**config.mk**
```make
export PLATFORM = sky130hd
export DESIGN_NAME = zero_remove
export DESIGN_NICKNAME = d
export VERILOG_FILES = /design/src/rtl/zero_remove.sv
export SDC_FILE = /design/constraint.sdc
export NUM_CORES = 1
export LEC_CHECK = 0
export ABC_CLOCK_PERIOD_IN_PS = 4800
export CAP_MARGIN = 0
export CORE_MARGIN = 1.5
export CORE_UTILIZATION = 60
export CTS_CLUSTER_DIAMETER = 120
export DETAILED_ROUTE_END_ITERATION = 6
export GPL_ROUTABILITY_DRIVEN = 0
export PLACE_DENSITY = 0.77
export SYNTH_ARGS = -nofsm -noshare
export SYNTH_HDL_FRONTEND = slang
export SYNTH_SLANG_ARGS = --single-unit
```
**constraint.sdc**
```tcl
create_clock -name clk -period 4.8 [get_ports clk]
set_clock_uncertainty 0.2 [all_clocks]
set_input_delay 0.72 -clock clk [delete_from_list [all_inputs] [get_ports clk]]
set_output_delay 0.72 -clock clk [all_outputs]
set_load 0.01 [all_outputs]
```
**src/rtl/zero_remove.sv**
```systemverilog
// Guard-strip receiver: drops the zero half of each 2N frame and replays data at half rate.
// Optional ZERO_CHECK_EN adds a sticky guard_err on nonzero guard samples.
module zero_remove #(
  parameter int DW = 16,
  parameter int N  = 16,
  parameter int CW = 5
) (
  input  logic          clk,
  input  logic          reset,
  input  logic          sof,
  input  logic [DW-1:0] x_i,
  input  logic [DW-1:0] x_q,
  output logic [DW-1:0] y_i,
  output logic [DW-1:0] y_q,
  output logic          y_valid,
  output logic          guard_err
);

  localparam logic [CW-1:0] LAST = CW'(2*N-1);

  logic [CW-1:0]   cnt;
  logic [CW-1:0]   pos;
  logic            wbank;
  logic            primed;
  logic            resync;
  logic            is_data;
  logic            is_last;
  logic [CW-2:0]   waddr;
  logic [CW-2:0]   raddr;
  logic [2*DW-1:0] rd;

  logic [2*DW-1:0] bank0 [N];
  logic [2*DW-1:0] bank1 [N];

  assign pos     = sof ? '0 : cnt;
  assign resync  = sof && (cnt != '0);
  assign is_data = pos[CW-1];
  assign is_last = (pos == LAST);
  // N is a power of two, so pos-N is just the low bits
  assign waddr   = pos[CW-2:0];
  assign raddr   = pos[CW-1:1];
  assign rd      = wbank ? bank0[raddr] : bank1[raddr];

  always_ff @(posedge clk) begin
    if (!reset && is_data) begin
      if (wbank) bank1[waddr] <= {x_i, x_q};
      else       bank0[waddr] <= {x_i, x_q};
    end
  end

  always_ff @(posedge clk) begin
    if (reset) begin
      cnt     <= '0;
      wbank   <= 1'b0;
      primed  <= 1'b0;
      y_i     <= '0;
      y_q     <= '0;
      y_valid <= 1'b0;
    end else begin
      cnt <= is_last ? '0 : pos + 1'b1;
      if (resync) begin
        primed <= 1'b0;
      end else if (is_last) begin
        wbank  <= ~wbank;
        primed <= 1'b1;
      end
      if (primed && pos[0]) begin
        y_i     <= rd[2*DW-1:DW];
        y_q     <= rd[DW-1:0];
        y_valid <= 1'b1;
      end else begin
        y_i     <= '0;
        y_q     <= '0;
        y_valid <= 1'b0;
      end
    end
  end

`ifdef ZERO_CHECK_EN
  logic viol;

  assign viol = !is_data && ((x_i != '0) || (x_q != '0));

  always_ff @(posedge clk) begin
    if (reset)       guard_err <= 1'b0;
    else if (resync) guard_err <= viol;
    else if (viol)   guard_err <= 1'b1;
  end
`else
  assign guard_err = 1'b0;
`endif

endmodule

```
==> metrics.csv <==
metric,value,unit
end of the worst hold path,primed,
First-pass DRT Iterations,6,
Worst Path Required,4.85,ns
Setup TNS,0,ns
Setup Buffers After CTS,0,
Core ar.,67400,µm²
CTS tree,yes,
IO Port Bufs,67,
register area share after synthesis,0.769,
Leak,14.1,nW
Non-Filler Instances,3378,
HP Class,reg -> reg,
Async SR Flop Fraction,0,
Min Hold Slack,0.310,ns
Synth Flop Type,edfxtp_1,
DRC,0,
Routed Antenna Nets,0,
"Arr. time, crit path",3.72,ns
Worst Setup End Kind,flip-flop,
Worst slew margin,0.159,
GR Overflow Total,0,
effective utilization at floorplan,0.609,
TritonCTS Buffers,99,
Placed Cells,3193,
"slowest stage delay, CP",1.02,ns
r2r endpoint,bank0[4][28],
hold buffer count at cts,0,
number of synthesis warnings,0,
antenna cells,0,
post-cts sizing count,0,
hold path depth,2,
io pins,69,
ranking of synthesized cells by area,"edfxtp_1 75%, mux2i_1 8.6%, dfxtp_1 2.0%",
Starting DRT DRC Count,2588,
routed vias,22500,
CTS H-tree depth,3,
dpl ws,0.791,ns
Mapped Avg Cell Area,17.5,µm²
drt wl/cell,28.0,µm
Syn-to-layout area delta,13.2,%
dpl cell area,43000,µm²
mapped cell area,41000,µm²
worst reg2reg path depth,3,
final hold vios,0,
"Worst Setup Slack, final",1.13,ns
root buffer cell,clkbuf_16,
post-detail-place hpwl,54900,µm
kind of critical path,reg -> reg,
Die Width,264,µm
Critical Path Fanout Max,65,
Site Rows,95,
flip-flop and latch count after synthesis,1064,
worst-path cell chain,or3b_4 > buf_12 > nor2_4,
Post-Route Utilization,0.689,
clock sinks,1064,
global-route wire length before repair,141000,µm
top cell family by delay on the critical path,simple AND/OR/NAND/NOR gates,
Pwr Total,18.9,mW
outcome,completed,
final worst path period need,3.67,ns
synth unique cells,46,
initial antenna violation count,1,
RSZ-0062 raised after global routing,no,
Finished Cell Area,46500,µm²
"area leader, netlist",edfxtp_1,
most frequent cells in the layout,"1024 x edfxtp_1, 352 x mux2i_1, 103 x clkbuf_16",
clock-pin slew on the worst setup and hold paths,0.07,ns
Cell Pwr Density,407,nW/µm²
CP Buf/Inv Count,1,
Post-synth EDFFs,1024,
Max-Cap Viols,0,
Synth Instances,2348,
Total Routing Usage GR,0.272,
largest net degree at the start of global routing,91,
Die Y,264,µm
highest-delay cell along the critical path,dfxtp_4,
vias per cell,6.66,
Layout Nets,2461,
Clock Path Buffers,3,
f_max,0.273,GHz
Post-Syn Nets,2388,
VDD IR max,0.000398,V
R2R setup slack,1.13,ns
worst-margin pin slew,1.26,ns
vias in the first global route,22400,
Tcrit/Tclk final,0.764,
worst r2r src,cnt[2],
hold path start,primed,
Skew-Pair Late Insertion Delay,0.66,ns
Final setup viols,0,
Max Slew Vio Count,0,
Filler Cell Count,4098,
layout cells sized above 1,0.111,
"commonest non-fill, non-tap cell in the layout",edfxtp_1,
Die ar.,69900,µm²
crit start category,flip-flop,
top-area cell type share of the netlist area,0.750,
Routed Wire Length,94700,µm
## registers in the layout, indices dropped and copies added (netlist names)
signal   count
y_valid      1
wbank        1
bank1      512
bank0      512
primed       1
y_q         16
cnt          5
y_i         16
## power by group
part	internal (mW)	switching [mW]	total (mW)
clock network	4.85	3.33	8.19
registers	10.2	0.0103	10.2
logic	0.179	0.344	0.523
## cells in the mapped netlist, types with 35 or more instances
library cell	n
o22ai_1	97
nand3b_1	35
a21oi_1	66
a211oi_1	63
clkbuf_1	83
mux2i_1	352
a22o_1	63
edfxtp_1	1024
nand2_1	41
o21ai_0	57
dfxtp_1	40
buf_2	69
## worst max-delay path by stage
stage | endpoint | slack, ns | cells after the start | startpoint
after detailed placement | bank0[13][0] | 0.79 | 4 | reset
after CTS | bank0[4][28] | 1.10 | 3 | cnt[2]
after global routing | bank0[4][28] | 1.0 | 3 | cnt[2]
final | bank0[4][28] | 1.13 | 3 | cnt[2]
after floorplan | bank1[11][0] | 1.04 | 7 | sof
after global placement | bank0[5][27] | 0.84 | 4 | reset
## cell families (layout without fill, tap and decap cells)
family | Yosys count | count (layout) | share of synthesized area
buf+inv | 178 | 335 | 0.0196
compound gates | 580 | 580 | 0.101
mux | 352 | 352 | 0.0859
flops | 1064 | 1064 | 0.769
xor+xnor | 2 | 2 | 0.000427
other cells | 1 | 1 | 0.0000914
simple gates | 166 | 166 | 0.0223
fa+ha+maj | 5 | 5 | 0.00153
## tightest hold or removal path: stages, from the launching register on
cell and delay, ns:
dfxtp_1 0.31, nor2_1 0.10, nor3_1 0.05
## cell type report
type                       count  area (µm²)  share of cell area
sequential                  1064       31600               0.679
multi-input combinational   1106        8930               0.192
clock buffer                 122        2700              0.0581
timing repair buffer         144        1420              0.0306
tap                          873        1090              0.0235
clock inverter                63         724              0.0156
inverter                       6        22.5            0.000485
## metal layers
layer,global-route usage,share of wire,up-vias
met5,0,0.000074,-
met4,0.122,0.047,2
met3,0.0392,0.074,231
met2,0.446,0.49,1080
met1,0.367,0.39,11400
li1,-,-,9753
No activity file was read; power rests on OpenSTA's default activity.
